===== config.mk =====
export PLATFORM = sky130hd
export DESIGN_NAME = layer_line_fetch
export DESIGN_NICKNAME = d
export VERILOG_FILES = /design/src/rtl/layer_line_fetch.sv
export SDC_FILE = /design/constraint.sdc
export NUM_CORES = 1
export LEC_CHECK = 0
export BUFFER_PORTS_ARGS = -buffer_cell sky130_fd_sc_hd__buf_2
export CORE_MARGIN = 8
export CORE_UTILIZATION = 57
export CTS_CLUSTER_DIAMETER = 100
export DETAILED_ROUTE_END_ITERATION = 10
export HOLD_SLACK_MARGIN = 0.03
export PLACE_DENSITY_LB_ADDON = 0.1
export SYNTH_ARGS = -nofsm -noshare
export SYNTH_HDL_FRONTEND = slang
export SYNTH_SLANG_ARGS = --single-unit

===== constraint.sdc =====
create_clock -name clk -period 6.65 [get_ports clk]
set_input_delay 0.9975 -clock clk [delete_from_list [all_inputs] [get_ports clk]]
set_output_delay 0.9975 -clock clk [all_outputs]
set_load 0.01 [all_outputs]

===== src/rtl/layer_line_fetch.sv =====
// layer_line_fetch
//   Per-scanline layer qualification sequencer. On a start pulse it walks layer
//   indices 0..31 through a shared read address (layer_addr). For each layer it
//   checks the enable bit, the Y start and the height against the latched line.
//   Each hit is pushed as {layer, row} into a small output FIFO, and the
//   compositor drains that FIFO with a valid/ready handshake.
//
//   Ports:
//     clk          sole clock, rising edge
//     reset        synchronous active-low reset
//     start        one-cycle pulse; starts a scan when the block is idle
//     line         current line, latched when start is accepted
//     layer_addr   layer index to both register memories (0 outside SCAN)
//     ctrl_data    register-0 read data: bit15 enable, [LINE_W-1:0] Y start
//     height_data  register-1 read data: [LINE_W-1:0] height
//     out_valid    FIFO head valid
//     out_ready    compositor accepts the head entry
//     out_layer    head entry layer index
//     out_row      head entry row within the layer (line - Y)
//     busy         high in SCAN and DONE
//     done         one-cycle pulse in the DONE state
//     hit_count    pushes in the current or last scan (LAYER_FETCH_STATS_EN only)
//
//   Optional feature macro: LAYER_FETCH_STATS_EN (adds the hit_count port).
module layer_line_fetch #(
    parameter int FIFO_DEPTH = 4,
    parameter int LINE_W     = 10
) (
    input  logic              clk,
    input  logic              reset,
    input  logic              start,
    input  logic [LINE_W-1:0] line,
    output logic [4:0]        layer_addr,
    input  logic [15:0]       ctrl_data,
    input  logic [15:0]       height_data,
    output logic              out_valid,
    input  logic              out_ready,
    output logic [4:0]        out_layer,
    output logic [LINE_W-1:0] out_row,
    output logic              busy,
`ifdef LAYER_FETCH_STATS_EN
    output logic              done,
    output logic [5:0]        hit_count
`else
    output logic              done
`endif
);

    localparam int PTR_W = (FIFO_DEPTH > 1) ? $clog2(FIFO_DEPTH) : 1;

    typedef enum logic [1:0] {IDLE, SCAN, DONE} state_t;

    state_t              state_reg;
    logic [4:0]          idx_reg;
    logic [LINE_W-1:0]   line_reg;

    logic [4:0]          fifo_layer [FIFO_DEPTH];
    logic [LINE_W-1:0]   fifo_row   [FIFO_DEPTH];
    logic [PTR_W-1:0]    wr_ptr_reg;
    logic [PTR_W-1:0]    rd_ptr_reg;
    logic [PTR_W:0]      count_reg;

    // Range check is done one bit wider than the fields so Y + height never wraps.
    logic [LINE_W:0]     y_ext;
    logic [LINE_W:0]     end_ext;
    logic [LINE_W:0]     line_ext;
    logic [LINE_W-1:0]   row;
    logic                scanning;
    logic                hit;
    logic                full;
    logic                push;
    logic                pop;
    logic                advance;

    assign y_ext    = {1'b0, ctrl_data[LINE_W-1:0]};
    assign end_ext  = y_ext + {1'b0, height_data[LINE_W-1:0]};
    assign line_ext = {1'b0, line_reg};
    assign row      = line_reg - ctrl_data[LINE_W-1:0];

    assign scanning = (state_reg == SCAN);
    assign hit      = ctrl_data[15] && (line_ext >= y_ext) && (line_ext < end_ext);
    // Full is taken from the registered count, so a pop in the same cycle does
    // not make room for this cycle's push.
    assign full     = (count_reg == (PTR_W+1)'(FIFO_DEPTH));
    assign push     = scanning && hit && !full;
    assign advance  = scanning && (!hit || !full);
    assign pop      = out_valid && out_ready;

    assign layer_addr = scanning ? idx_reg : 5'd0;
    assign busy       = (state_reg != IDLE);
    assign done       = (state_reg == DONE);
    assign out_valid  = (count_reg != '0);
    // Gate the head so an empty FIFO presents zeros, not stale storage.
    assign out_layer  = out_valid ? fifo_layer[rd_ptr_reg] : 5'd0;
    assign out_row    = out_valid ? fifo_row[rd_ptr_reg]   : '0;

    // Upper field bits of the register words are not used by this block.
    logic unused_bits;
    assign unused_bits = &{1'b0, ctrl_data[14:LINE_W], height_data[15:LINE_W]};

    // FIFO storage has no reset; the occupancy count defines valid entries.
    always_ff @(posedge clk) begin
        if (push) begin
            fifo_layer[wr_ptr_reg] <= idx_reg;
            fifo_row[wr_ptr_reg]   <= row;
        end
    end

    always_ff @(posedge clk) begin
        if (!reset) begin
            state_reg  <= IDLE;
            idx_reg    <= 5'd0;
            line_reg   <= '0;
            wr_ptr_reg <= '0;
            rd_ptr_reg <= '0;
            count_reg  <= '0;
        end else begin
            case (state_reg)
                IDLE: begin
                    if (start) begin
                        line_reg  <= line;
                        idx_reg   <= 5'd0;
                        state_reg <= SCAN;
                    end
                end
                SCAN: begin
                    if (advance) begin
                        idx_reg <= idx_reg + 5'd1;
                        if (idx_reg == 5'd31) begin
                            state_reg <= DONE;
                        end
                    end
                end
                DONE: begin
                    state_reg <= IDLE;
                end
                default: begin
                    state_reg <= IDLE;
                end
            endcase

            if (push) begin
                wr_ptr_reg <= wr_ptr_reg + 1'b1;
            end
            if (pop) begin
                rd_ptr_reg <= rd_ptr_reg + 1'b1;
            end
            count_reg <= count_reg + (PTR_W+1)'(push) - (PTR_W+1)'(pop);
        end
    end

`ifdef LAYER_FETCH_STATS_EN
    logic [5:0] hit_cnt_reg;

    always_ff @(posedge clk) begin
        if (!reset) begin
            hit_cnt_reg <= 6'd0;
        end else if (state_reg == IDLE && start) begin
            hit_cnt_reg <= 6'd0;
        end else if (push) begin
            hit_cnt_reg <= hit_cnt_reg + 6'd1;
        end
    end

    assign hit_count = hit_cnt_reg;
`endif

endmodule


==> flow_summary.yaml <==
floorplan:
  start_util: 0.587
  coreArea_um2: 7690
  die_h_um: 105
  die_area_um2: 11000
  rows: 32
  ios: 69
  die_x_um: 105
layout:
  largest_reg_flops: 40
  finalNetCount: 523
  final_common_cell: "edfxtp_1"
  syn2layout_area_growth_pct: 12.4
  final_cell_mix: "edfxtp_1 (60), buf_2 (57), ha_1 (37)"
  insertedDiodeCount: 0
  drive_gt1_frac: 0.217
  nFillCells: 621
  layoutNonFillerInstCount: 544
placement:
  io_buffers: 57
  hpwl_mm: 6.03
  dp_cells: 528
  gp_congestion: 0.817
synthesis:
  synth_top_cell_by_area: "edfxtp_1"
  ys_async_sr_fraction: 0
  yosys-top-cells-area: "edfxtp_1 (40%), dfxtp_1 (12%), ha_1 (10%)"
  synthesis.area_per_instance_um2: 11.9
  syn-instance-count: 378
  synth.yosys.seq_area_share: 0.515
  ys.flop_type: "edfxtp_1"
  ys_ff_latch: 86
  yosys.area.top_type_share: 0.399
  synth_edf_count: 60
  syn_nets: 464
  synth_area_um2: 4510
  ys_types: 48
  ys.warnings.count: 0
sta:
  drv_slew: 0
  skew_ns: 0.0132
  rsz0062_at_grt: "false"
  fin_crit_sh: 0.814
  final.setup.tns_ns: 0
  setup_viol: 0
  tightestPinTransition_ns: 0.992
  period_needed_ns: 5.41
  fmax_mhz: 185
  relSlewSlack: 0.338
  finalHoldViolations: 0
worst_setup_path:
  worstSetupPathType: "input port to flop"
  worstPathRequired_ns: 6.88
  worstRegToRegCells: 15
  path_max_fanout: 7
  crit_path_end_kind: "flop"
  critPathArrivalTime_ns: 5.64
  startpoint_type: "input port"
global_route:
  grt_overflow: 0
  antenna_found_initial: 0
  grt_use_met1: 0.190
  grt_start_max_net_pins: 20
  top_usage_layer: "met2"
  grt_pass1_wl_mm: 13.8
  grt_use_total: 0.155
  grt_pass1_vias: 3022
  gr-usage-met2: 0.255
  use_met3: 0.0430
clock_tree:
  cts_resized: 0
  hold_buffers: 0
  cts_buffers: 9
  cts_setup_buffers: 0
  cts_sinks: 86
  cts_buffer_depth: 2
  cts_tree: "built"
  insertion_delay_ns: 0.35
  cts.htree.levels: 3
  clkTransAtPathRegs_ns: 0.09
  cts_root_buf: "clkbuf_8"
power:
  ir_drop_v: 0.000111
  p_leak_nw: 2.09
  p_per_area_nw_per_um2: 270
routing:
  antenna_left: 0
  drcViolationCount: 0
  first_iter_violations: 100
  firstDrtPassIters: 4
  wl_per_cell_um: 14.9
  wl_mm: 8.13
  viasPerCell: 5.30
  via_count: 2884
worst_hold_path:
  hold_path_class: "flop to flop"
  whs_path_depth: 2
job:
  maxCapViolations: 0
outcome:
  status: "finished, final reports clean"
[logic make-up after synthesis]
family          after synthesis  share of synthesized area
compound gates               65                     0.0934
xor+xnor                     17                     0.0330
fa+ha+maj                    40                      0.116
buf+inv                      36                     0.0302
flops                        86                      0.515
mux                          20                     0.0859
simple gates                114                      0.127
[Yosys cell counts (all sizes together), types with 2 or more instances]
library cell	count
ha	37
fa	3
or3	4
dfxtp	26
o21ai	12
nor4	2
a211oi	2
edfxtp	60
xor2	5
nor2	23
mux4	15
a21oi	30
nand2	35
clkbuf	8
inv	26
and2	28
o31ai	2
mux2i	5
xnor2	12
or2	2
a21o	7
nor3	2
nor2b	5
a31oi	2
nand3	6
[worst paths after layout]
check                           slack, ns                     start                       end
worst max-delay path                 1.24              ctrl_data[1]   count_reg[2]$_SDFF_PN0_
worst min-delay path                 0.49  line_reg[0]$_SDFFE_PN0P_  line_reg[0]$_SDFFE_PN0P_
worst max register to register       2.77  line_reg[0]$_SDFFE_PN0P_   count_reg[2]$_SDFF_PN0_
worst min register to register       0.49  line_reg[0]$_SDFFE_PN0P_  line_reg[0]$_SDFFE_PN0P_
[worst max-delay path, stage by stage]
cell	delay (ns)
buf_2	0.15
ha_1	0.30
a21o_1	0.18
a21oi_1	0.22
o21bai_1	0.11
a2111oi_0	0.65
o31ai_1	0.16
a21oi_1	0.19
xor2_1	0.16
ha_1	0.26
a21oi_1	0.12
o21ai_0	0.15
a211oi_1	0.73
inv_1	0.11
ha_1	0.31
inv_1	0.04
ha_1	0.18
fa_1	0.38
xnor2_1	0.19
nor2_1	0.05
[cell type report]
type	instances	area, um2	area share
timing repair buffer	57	285	0.0563
inverter	27	101	0.0200
clock buffer	10	128	0.0252
tap	102	128	0.0252
sequential	86	2320	0.458
clock inverter	6	52.6	0.0104
multi-input combinational	256	2050	0.405
[stage by stage]
step                instance area [um2]  power, mW  hold slack [ns]  setup slack [ns]   util
detailed placement                 4890       1.05            0.471             0.862  0.636
floorplan                          4510      0.934            0.450              1.61      -
global placement                   4890       1.04            0.462              1.04  0.636
finish                             5070       1.37            0.486              1.24  0.660
global route                       5070       1.46            0.507             0.844  0.660
CTS                                5070       1.39            0.487              1.22  0.660
[report_power, final]
part	internal, mW	switching (mW)	total [mW]
registers	0.602	0.0429	0.645
clock network	0.142	0.194	0.336
logic	0.198	0.189	0.388
total	0.942	0.426	1.37
[layer usage]
| layer | wire length [um] | part of all wire | vias to the layer above |
|---|---|---|---|
| met2 | 3810 | 0.47 | 53 |
| met3 | 351 | 0.043 | 10 |
| met4 | 101 | 0.012 | 0 |
| met5 | 0 | 0 | - |
| met1 | 3860 | 0.48 | 1337 |
| li1 | - | - | 1484 |
(Power assumes the default switching activity.)
